## src/rtl/writeback_stage_if.sv

```systemverilog
// writeback_stage_if
// Groups the MEM->WB pipeline inputs and the regfile/CC write-back outputs
// of the LC-3b writeback stage into a single bundle.
//   Upstream side (driven by master, seen by the stage as inputs):
//     stall, valid_in, npc_in, ir_in, alu_in, mem_rdata_in, mem_addr_lsb_in,
//     dr_in, wb_sel_in, ld_reg_in, ld_cc_in
//   Write-back side (driven by the stage, seen by master as inputs):
//     ld_reg_store, ld_cc_store, reg_data, cc_data, dest_reg, valid,
//     npc, ir, retired
interface writeback_stage_if #(
  parameter int CNT_WIDTH = 16
);
  logic                 stall;
  logic                 valid_in;
  logic [15:0]          npc_in;
  logic [15:0]          ir_in;
  logic [15:0]          alu_in;
  logic [15:0]          mem_rdata_in;
  logic                 mem_addr_lsb_in;
  logic [2:0]           dr_in;
  logic [1:0]           wb_sel_in;
  logic                 ld_reg_in;
  logic                 ld_cc_in;

  logic                 ld_reg_store;
  logic                 ld_cc_store;
  logic [15:0]          reg_data;
  logic [2:0]           cc_data;
  logic [2:0]           dest_reg;
  logic                 valid;
  logic [15:0]          npc;
  logic [15:0]          ir;
  logic [CNT_WIDTH-1:0] retired;

  // Upstream / environment view.
  modport master (
    output stall, valid_in, npc_in, ir_in, alu_in, mem_rdata_in,
           mem_addr_lsb_in, dr_in, wb_sel_in, ld_reg_in, ld_cc_in,
    input  ld_reg_store, ld_cc_store, reg_data, cc_data, dest_reg, valid,
           npc, ir, retired
  );

  // Writeback stage view.
  modport slave (
    input  stall, valid_in, npc_in, ir_in, alu_in, mem_rdata_in,
           mem_addr_lsb_in, dr_in, wb_sel_in, ld_reg_in, ld_cc_in,
    output ld_reg_store, ld_cc_store, reg_data, cc_data, dest_reg, valid,
           npc, ir, retired
  );
endinterface

```

## src/rtl/writeback_stage.sv

```systemverilog
// writeback_stage
// Final LC-3b pipeline stage. Holds the MEM->WB pipeline register, selects
// the write-back value (ALU, memory word, sign-extended memory byte, NPC),
// derives NZP from it, and fires one-shot regfile/CC write strobes on the
// first cycle each instruction occupies the stage. Also counts retirements.
// Ports:
//   clk     - stage clock, all state on rising edge
//   reset_n - asynchronous active-low reset
//   wb      - writeback_stage_if.slave bundle (pipeline inputs, write-back
//             strobes/data, trace outputs and retired counter)
module writeback_stage #(
  parameter int CNT_WIDTH = 16
) (
  input  logic               clk,
  input  logic               reset_n,
  writeback_stage_if.slave   wb
);

  logic [15:0]          r_npc;
  logic [15:0]          r_ir;
  logic [15:0]          r_alu;
  logic [15:0]          r_mem_rdata;
  logic                 r_lsb;
  logic [2:0]           r_dr;
  logic [1:0]           r_wb_sel;
  logic                 r_ld_reg;
  logic                 r_ld_cc;
  logic                 r_valid;
  logic                 r_fresh;
  logic [CNT_WIDTH-1:0] r_retired;

  logic                 w_retire;
  logic [7:0]           w_byte;
  logic [15:0]          w_reg_data;
  logic                 w_n;
  logic                 w_z;

  // An instruction retires (and strobes) only in its first resident cycle,
  // so a stall never produces a repeated regfile/CC write.
  assign w_retire = r_valid & r_fresh;

  // Pipeline register and retired counter. While stalled all fields hold and
  // fresh drops, so the held instruction is no longer considered new.
  always_ff @(posedge clk or negedge reset_n) begin
    if (!reset_n) begin
      r_npc       <= '0;
      r_ir        <= '0;
      r_alu       <= '0;
      r_mem_rdata <= '0;
      r_lsb       <= 1'b0;
      r_dr        <= '0;
      r_wb_sel    <= '0;
      r_ld_reg    <= 1'b0;
      r_ld_cc     <= 1'b0;
      r_valid     <= 1'b0;
      r_fresh     <= 1'b0;
      r_retired   <= '0;
    end else begin
      if (!wb.stall) begin
        r_npc       <= wb.npc_in;
        r_ir        <= wb.ir_in;
        r_alu       <= wb.alu_in;
        r_mem_rdata <= wb.mem_rdata_in;
        r_lsb       <= wb.mem_addr_lsb_in;
        r_dr        <= wb.dr_in;
        r_wb_sel    <= wb.wb_sel_in;
        r_ld_reg    <= wb.ld_reg_in;
        r_ld_cc     <= wb.ld_cc_in;
        r_valid     <= wb.valid_in;
        r_fresh     <= wb.valid_in;
      end else begin
        r_fresh     <= 1'b0;
      end
      if (w_retire) begin
        r_retired <= r_retired + CNT_WIDTH'(1);
      end
    end
  end

  // Byte lane for LDB: odd address selects the high byte.
  assign w_byte = r_lsb ? r_mem_rdata[15:8] : r_mem_rdata[7:0];

  // Write-back value select.
  always_comb begin
    w_reg_data = r_alu;
    case (r_wb_sel)
      2'b00:   w_reg_data = r_alu;
      2'b01:   w_reg_data = r_mem_rdata;
      2'b10:   w_reg_data = {{8{w_byte[7]}}, w_byte};
      2'b11:   w_reg_data = r_npc;
      default: w_reg_data = r_alu;
    endcase
  end

  assign w_n = w_reg_data[15];
  assign w_z = (w_reg_data == 16'h0000);

  assign wb.reg_data     = w_reg_data;
  assign wb.cc_data      = {w_n, w_z, ~w_n & ~w_z};
  assign wb.ld_reg_store = w_retire & r_ld_reg;
  assign wb.ld_cc_store  = w_retire & r_ld_cc;
  assign wb.dest_reg     = r_dr;
  assign wb.valid        = r_valid;
  assign wb.npc          = r_npc;
  assign wb.ir           = r_ir;
  assign wb.retired      = r_retired;

endmodule

```

## src/flat_wrapper.sv

```systemverilog
// flat-port wrapper written by rule: the top's interface ports become plain ports
module writeback_stage_flat 
#(
  parameter int CNT_WIDTH = 16
)
  (clk, reset_n, wb_stall, wb_valid_in, wb_npc_in, wb_ir_in, wb_alu_in, wb_mem_rdata_in, wb_mem_addr_lsb_in, wb_dr_in, wb_wb_sel_in, wb_ld_reg_in, wb_ld_cc_in, wb_ld_reg_store, wb_ld_cc_store, wb_reg_data, wb_cc_data, wb_dest_reg, wb_valid, wb_npc, wb_ir, wb_retired);
  writeback_stage_if #(.CNT_WIDTH(CNT_WIDTH)) wb_i ();
  input  logic clk;
  input  logic reset_n;
  input wire logic [$bits(wb_i.stall)-1:0] wb_stall;
  input wire logic [$bits(wb_i.valid_in)-1:0] wb_valid_in;
  input wire logic [$bits(wb_i.npc_in)-1:0] wb_npc_in;
  input wire logic [$bits(wb_i.ir_in)-1:0] wb_ir_in;
  input wire logic [$bits(wb_i.alu_in)-1:0] wb_alu_in;
  input wire logic [$bits(wb_i.mem_rdata_in)-1:0] wb_mem_rdata_in;
  input wire logic [$bits(wb_i.mem_addr_lsb_in)-1:0] wb_mem_addr_lsb_in;
  input wire logic [$bits(wb_i.dr_in)-1:0] wb_dr_in;
  input wire logic [$bits(wb_i.wb_sel_in)-1:0] wb_wb_sel_in;
  input wire logic [$bits(wb_i.ld_reg_in)-1:0] wb_ld_reg_in;
  input wire logic [$bits(wb_i.ld_cc_in)-1:0] wb_ld_cc_in;
  output wire logic [$bits(wb_i.ld_reg_store)-1:0] wb_ld_reg_store;
  output wire logic [$bits(wb_i.ld_cc_store)-1:0] wb_ld_cc_store;
  output wire logic [$bits(wb_i.reg_data)-1:0] wb_reg_data;
  output wire logic [$bits(wb_i.cc_data)-1:0] wb_cc_data;
  output wire logic [$bits(wb_i.dest_reg)-1:0] wb_dest_reg;
  output wire logic [$bits(wb_i.valid)-1:0] wb_valid;
  output wire logic [$bits(wb_i.npc)-1:0] wb_npc;
  output wire logic [$bits(wb_i.ir)-1:0] wb_ir;
  output wire logic [$bits(wb_i.retired)-1:0] wb_retired;
  assign wb_i.stall = wb_stall;
  assign wb_i.valid_in = wb_valid_in;
  assign wb_i.npc_in = wb_npc_in;
  assign wb_i.ir_in = wb_ir_in;
  assign wb_i.alu_in = wb_alu_in;
  assign wb_i.mem_rdata_in = wb_mem_rdata_in;
  assign wb_i.mem_addr_lsb_in = wb_mem_addr_lsb_in;
  assign wb_i.dr_in = wb_dr_in;
  assign wb_i.wb_sel_in = wb_wb_sel_in;
  assign wb_i.ld_reg_in = wb_ld_reg_in;
  assign wb_i.ld_cc_in = wb_ld_cc_in;
  assign wb_ld_reg_store = wb_i.ld_reg_store;
  assign wb_ld_cc_store = wb_i.ld_cc_store;
  assign wb_reg_data = wb_i.reg_data;
  assign wb_cc_data = wb_i.cc_data;
  assign wb_dest_reg = wb_i.dest_reg;
  assign wb_valid = wb_i.valid;
  assign wb_npc = wb_i.npc;
  assign wb_ir = wb_i.ir;
  assign wb_retired = wb_i.retired;
  writeback_stage #(.CNT_WIDTH(CNT_WIDTH)) u_core (.clk(clk), .reset_n(reset_n), .wb(wb_i));
endmodule
```

## config.mk

```make
export PLATFORM = sky130hd
export DESIGN_NAME = writeback_stage_flat
export DESIGN_NICKNAME = d
export VERILOG_FILES = /design/src/rtl/writeback_stage_if.sv /design/src/rtl/writeback_stage.sv /design/src/flat_wrapper.sv
export SDC_FILE = /design/constraint.sdc
export NUM_CORES = 1
export LEC_CHECK = 0
export BUFFER_PORTS_ARGS = -buffer_cell sky130_fd_sc_hd__buf_2
export CORE_ASPECT_RATIO = 1.5
export CORE_MARGIN = 5
export CORE_UTILIZATION = 50
export DETAILED_ROUTE_END_ITERATION = 8
export PLACE_DENSITY = 0.82
export SETUP_SLACK_MARGIN = 0.1
export SYNTH_ARGS = -nofsm -noshare
export SYNTH_HDL_FRONTEND = slang
export SYNTH_SLANG_ARGS = --single-unit
```

## constraint.sdc

```tcl
create_clock -name clk -period 3.65 [get_ports clk]
set_input_delay 0.5475 -clock clk [delete_from_list [all_inputs] [get_ports clk]]
set_output_delay 0.5475 -clock clk [all_outputs]
set_load 0.02 [all_outputs]
```

==> metrics.yaml, run 1 <==
status:
  status: "finished clean"
synth:
  muxShareOfSynthArea_pct: 28.61
  avgSynthCellArea_um2: 13.48
  synth_top_area_share_pct: 53.88
  synth_most_common_cell: "dfrtp_1"
  yosysWarningCount: 0
  synth_common_cells: "dfrtp_1, mux2_2, clkbuf_1, mux2i_1, nand2_1"
  synth-seq-area-share_pct: 53.88
  synth_simple_gate_area_share_pct: 6.375
  synth-edff-count: 0
  synthAdderAreaFrac_pct: 0.2993
  synth_cell_type_count: 45
  synth-async-reset-ratio_pct: 100.0
  synth_top_family_by_area: "multiplexers"
  syn_inst: 310
  synth.area.top_cells: "dfrtp_1, mux2_2, mux2i_1"
  yosys.area_share.xor_xnor_pct: 3.143
  syn_nets: 387
  synth.cell_area_um2: 4180
  synth_compound_area_share_pct: 5.358
  yosysTopAreaCell: "dfrtp_1"
  ys_seq_elements: 90
  synthFlopType: "dfrtp_1"
power_and_ir_drop:
  power_density_nw_per_um2: 532.3
  peakVddDrop_v: 0.0003810
  p_leak_uw: 0.002564
floorplan:
  rows: 41
  die_h_um: 122.0
  boundaryPins: 149
  die_w_um: 84.66
  coreArea_um2: 8310
  dieArea_um2: 10330
  initial_core_util_pct: 50.30
clock_tree:
  post_cts_resized: 0
  cts_tree: "done"
  root_buffer: "clkbuf_16"
  htreeDepth: 3
  post-cts-setup-buffer-count: 0
  cts_buffers: 9
  clk_path_buf_depth: 2
  numClockSinks: 90
  clock_latency_ns: 0.34
  clk_pin_slew_ns: 0.07
  hold_buffers: 0
place:
  pre_cts_ws_ns: 0.7566
  place_hpwl_mm: 7.821
  port_buffers: 148
  place.gp.congestion: 0.9336
  place_inst: 552
final_layout:
  antenna_cells: 0
  utilization_pct: 64.33
  layout-drive-gt1-share_pct: 54.88
  layoutNonFillerInstCount: 568
  layout.nets: 533
  area_growth_pct: 27.90
timing:
  setup_viol: 0
  finalCritPeriodShare_pct: 89.30
  slew_viol_final: 0
  fmax_mhz: 306.8
  finalWorstSetupSlack_ns: 0.3907
  fin_crit_ns: 3.259
  hold_viol_final: 0
  slew_headroom_pct: 37.94
  tightest_slew_ns: 0.9309
  rsz0062_at_grt: "no"
  clock_skew_ns: 0.008305
  setup_tns_ns: 0
worst_setup_path:
  arrival_ns: 2.71
  path_buf_inv: 1
  critical_path.slowest_cell: "mux4_2"
  end_kind: "output port"
  max_stage_delay_ns: 0.49
  cp-start-kind: "flip-flop"
  crit_path_cell_trace: "mux2_4 -> mux4_2 -> a221o_1 -> a2111o_1 -> o31a_1 -> buf_2"
  critPathKind: "flip-flop to output port"
  crit_fanout: 7
  reg2reg_from: "u_core.wb.valid$_DFFE_PN0N_"
  cp-startpoint: "u_core.r_mem_rdata[7]$_DFFE_PN0N_"
  critPathTopFamily: "compound AO/OA/AOI/OAI gates"
  cp.required_ns: 3.10
route:
  drt-vias-per-instance: 5.458
  first_pass_iters: 4
  route.detailed.drc: 0
  vias: 3100
  drt_iter0_drc: 148
  ant_nets: 0
  routedWlPerCell_um: 18.15
  drt-total-wl_mm: 10.31
hold_path:
  hp-class: "input pin to async pin"
grt:
  grt_use_total_pct: 20.91
  overflow: 0
  grt_max_degree: 76
  grt_pass1_wl_mm: 16.88
  grt_pass1_vias: 3356
  antenna_found_initial: 0
run:
  max_cap_violations: 0
logic make-up (layout without fill, tap and decap cells):
logic type / after synthesis / count (layout)
AO/OA/AOI/OAI: 32 / 32
buffers and inverters: 21 / 172
XOR/XNOR: 15 / 15
multiplexers: 100 / 100
adder cells (fa/ha/maj): 1 / 1
flip-flops: 90 / 90
AND/OR/NAND/NOR: 51 / 51
power by group:
group / switching, uW / internal (uW) / leakage (uW)
Combinational: 351 / 278 / 0.00132
Clock: 388 / 628 / 0.000162
Sequential: 98.0 / 1100 / 0.00108
Total: 837 / 2010 / 0.00256
per-layer routing:
layer	vias up	global-route usage, %	share of wire, %
met3	27	6.157	7.0
met4	0	10.59	3.9
met1	1532	24.20	38
met2	112	35.10	51
li1	1429	-	-
met5	-	0	0
cells in the final DEF, fill, tap and decap left out, types with 3 or more instances in the layout:
| master | instances |
|---|---|
| buf_4 | 7 |
| clkbuf_16 | 9 |
| buf_2 | 146 |
| mux2i_1 | 13 |
| mux2_2 | 80 |
| nand3_1 | 4 |
| xor2_1 | 5 |
| nor2_1 | 8 |
| nand2_1 | 13 |
| a22oi_1 | 4 |
| mux4_1 | 4 |
| nand4_1 | 3 |
| dfrtp_1 | 90 |
| a21oi_1 | 6 |
| and3_1 | 6 |
| xnor2_1 | 10 |
| nor3_1 | 3 |
| nor4_1 | 4 |
| o21ai_0 | 5 |
| o21a_1 | 3 |
final cells by class:
cell class | count | area, um^2
Sequential cell | 90 | 2252
Clock buffer | 10 | 239.0
Inverter | 3 | 11.26
Fill cell | 683 | 2964
Multi-Input combinational cell | 199 | 1831
Tap cell | 107 | 133.9
Clock inverter | 6 | 96.34
Timing Repair Buffer | 153 | 783.3
stage by stage:
stage	hold slack, ns	total power (uW)	cell area, um^2
after floorplan	0.2519	1603	4180
after global placement	0.4546	1830	5011
after detailed placement	0.4670	1852	5011
after CTS	0.3867	2881	5346
after global routing	0.4279	2985	5346
final	0.3431	2846	5346
path summary, 6_finish.rpt:
path / slack, ns / cells after the start / endpoint
setup / recovery: 0.39 / 6 / wb_cc_data[0]
max in group asynchronous: 2.52 / 2 / u_core.wb.retired[3]$_DFFE_PN0P_
setup reg to reg: 1.89 / 5 / u_core.wb.retired[13]$_DFFE_PN0P_
hold / removal: 0.34 / 1 / u_core.wb.npc[4]$_DFFE_PN0N_
hold reg to reg: 0.47 / 1 / u_core.wb.retired[15]$_DFFE_PN0P_
min in group clk: 0.44 / 2 / u_core.r_alu[3]$_DFFE_PN0N_
No activity file was read; power rests on OpenSTA's default activity.
==> run 2: changes to the inputs <==
Settings changed: REMOVE_ABC_BUFFERS set to 1.
==> metrics.yaml, run 2 (synthesis gave the netlist of run 1 again) <==
status:
  status: "finished clean"  # unchanged
worst_setup_path:
  crit_path_cell_trace: "clkinvlp_4 -> mux4_2 -> a221o_1 -> a2111o_1 -> o31a_1 -> buf_2"  # was mux2_4 -> mux4_2 -> a221o_1 -> a2111o_1 -> o31a_1 -> buf_2
  end_kind: "output port"  # unchanged
  critPathKind: "flip-flop to output port"  # unchanged
  max_stage_delay_ns: 0.55  # was 0.49 ns
  arrival_ns: 2.85  # was 2.71 ns
  crit_fanout: 11  # was 7
  critical_path.slowest_cell: "dfrtp_1"  # was mux4_2
  critPathTopFamily: "compound AO/OA/AOI/OAI gates"  # unchanged
  path_buf_inv: 2  # was 1
  cp-start-kind: "flip-flop"  # unchanged
  cp.required_ns: 3.10  # about the same
power_and_ir_drop:
  finalPower_uw: 2924  # was 2846 uW
  peakVddDrop_v: 0.0003949  # was 0.0003810 V
  power_density_nw_per_um2: 543.7  # was 532.3 nW/um^2
  p_leak_uw: 0.002573  # was 0.002564 uW
clock_tree:
  clk_path_buf_depth: 2  # unchanged
  post-cts-setup-buffer-count: 0  # unchanged
  post_cts_resized: 0  # unchanged
  htreeDepth: 3  # unchanged
  root_buffer: "clkbuf_16"  # unchanged
  cts_buffers: 9  # unchanged
  clk_pin_slew_ns: 0.06  # was 0.07 ns
  hold_buffers: 0  # unchanged
  cts_tree: "done"  # unchanged
  clock_latency_ns: 0.34  # about the same
  numClockSinks: 90  # unchanged
timing:
  finalWorstSetupSlack_ns: 0.2538  # was 0.3907 ns
  setup_tns_ns: 0  # unchanged
  finalCritPeriodShare_pct: 93.05  # was 89.30%
  slew_headroom_pct: 26.02  # was 37.94%
  rsz0062_at_grt: "no"  # unchanged
  hold_viol_final: 0  # unchanged
  slew_viol_final: 0  # unchanged
  tightest_slew_ns: 1.110  # was 0.9309 ns
  clock_skew_ns: 0.003948  # was 0.008305 ns
  fin_crit_ns: 3.396  # was 3.259 ns
  fmax_mhz: 294.4  # was 306.8 MHz
  setup_viol: 0  # unchanged
grt:
  gr-usage-met3_pct: 6.089  # was 6.157%
  antenna_found_initial: 0  # unchanged
  grt_pass1_vias: 3351  # was 3356
  grt_pass1_wl_mm: 16.82  # was 16.88 mm
  use_met1_pct: 23.65  # was 24.20%
  met2_usage_pct: 37.06  # was 35.10%
  overflow: 0  # unchanged
  grt_use_total_pct: 21.10  # was 20.91%
  grt-busiest-layer: "met2"  # unchanged
  grt_max_degree: 91  # was 76
final_layout:
  layout.nets: 533  # unchanged
  area_growth_pct: 28.67  # was 27.90%
  layout-drive-gt1-share_pct: 54.88  # unchanged
  layout_common_cells: "buf_2, dfrtp_1, mux2_2"  # unchanged
  nFillCells: 691  # was 683
  layout_commonest_cell: "buf_2"  # unchanged
  seq_area_um2: 2252  # unchanged
  antenna_cells: 0  # unchanged
  multi_input_area_um2: 1831  # unchanged
route:
  ant_nets: 0  # unchanged
  vias: 3112  # was 3100
  routedWlPerCell_um: 18.48  # was 18.15 um
  first_pass_iters: 4  # unchanged
  drt-total-wl_mm: 10.50  # was 10.31 mm
  drt-vias-per-instance: 5.479  # was 5.458
  route.detailed.drc: 0  # unchanged
  drt_iter0_drc: 138  # was 148
floorplan:
  initial_core_util_pct: 50.30  # unchanged
  die_h_um: 122.0  # unchanged
  die_w_um: 84.66  # unchanged
  rows: 41  # unchanged
  coreArea_um2: 8310  # unchanged
  dieArea_um2: 10330  # unchanged
  boundaryPins: 149  # unchanged
hold_path:
  hp-class: "input pin to async pin"  # unchanged
place:
  pre_cts_ws_ns: 0.5720  # was 0.7566 ns
  port_buffers: 148  # unchanged
  place.gp.congestion: 0.8873  # was 0.9336
  place_hpwl_mm: 7.844  # was 7.821 mm
run:
  max_cap_violations: 0  # unchanged
## run 2: changes by cell type in the layout (fill, tap and decap cells not counted), sizes merged
cell,before,now
clkinvlp,1,2
bufinv,2,3
inv,5,2
clkinv,1,0
clkbuf,10,12
## run 2: report_power, final
part           internal (uW)  switching [uW]  leakage, uW  total [uW]
sequential              1100             103      0.00108        1210
combinational            280             345      0.00132         625
clock                    707             386     0.000169        1090
## run 2: stage by stage
step | hold slack (ns) | area [um^2] | cells | utilization [%]
after floorplan | 0.2519 | 4094 | 292 | -
after global placement | 0.4609 | 5021 | 552 | 60.42
after detailed placement | 0.4695 | 5021 | 552 | 60.42
after CTS | 0.4220 | 5375 | 568 | 64.68
after global routing | 0.4295 | 5379 | 568 | 64.72
final | 0.4047 | 5379 | 568 | 64.72
## run 2: routing by layer
metal / vias up / part of all wire, % / wire, um
met3: 19 / 6.1 / 641
met2: 115 / 54 / 5630
met5: - / 0 / 0
met1: 1555 / 38 / 3942
met4: 0 / 2.7 / 283
li1: 1423 / - / -
## run 2: path summary, 6_finish.rpt
path,slack (ns),from,endpoint,cells after the start
setup / recovery,0.25,u_core.r_wb_sel[0]$_DFFE_PN0N_,wb_cc_data[0],6
hold / removal,0.40,reset_n,u_core.wb.ir[14]$_DFFE_PN0N_,1
setup reg to reg,1.92,u_core.wb.valid$_DFFE_PN0N_,u_core.wb.retired[13]$_DFFE_PN0P_,5
hold reg to reg,0.48,u_core.wb.retired[15]$_DFFE_PN0P_,u_core.wb.retired[15]$_DFFE_PN0P_,1
max in group asynchronous,2.52,reset_n,u_core.r_mem_rdata[0]$_DFFE_PN0N_,1
min in group clk,0.43,wb_alu_in[3],u_core.r_alu[3]$_DFFE_PN0N_,2
## run 2: cell type report
type                    count  share of cell area (%)
well taps                 107                   2.489
clock buffers              12                   4.769
inverters                   3                  0.2791
repair buffers            153                   14.75
multi-input cells         199                   34.03
flip-flops and latches     90                   41.87
clock inverters             4                   1.814
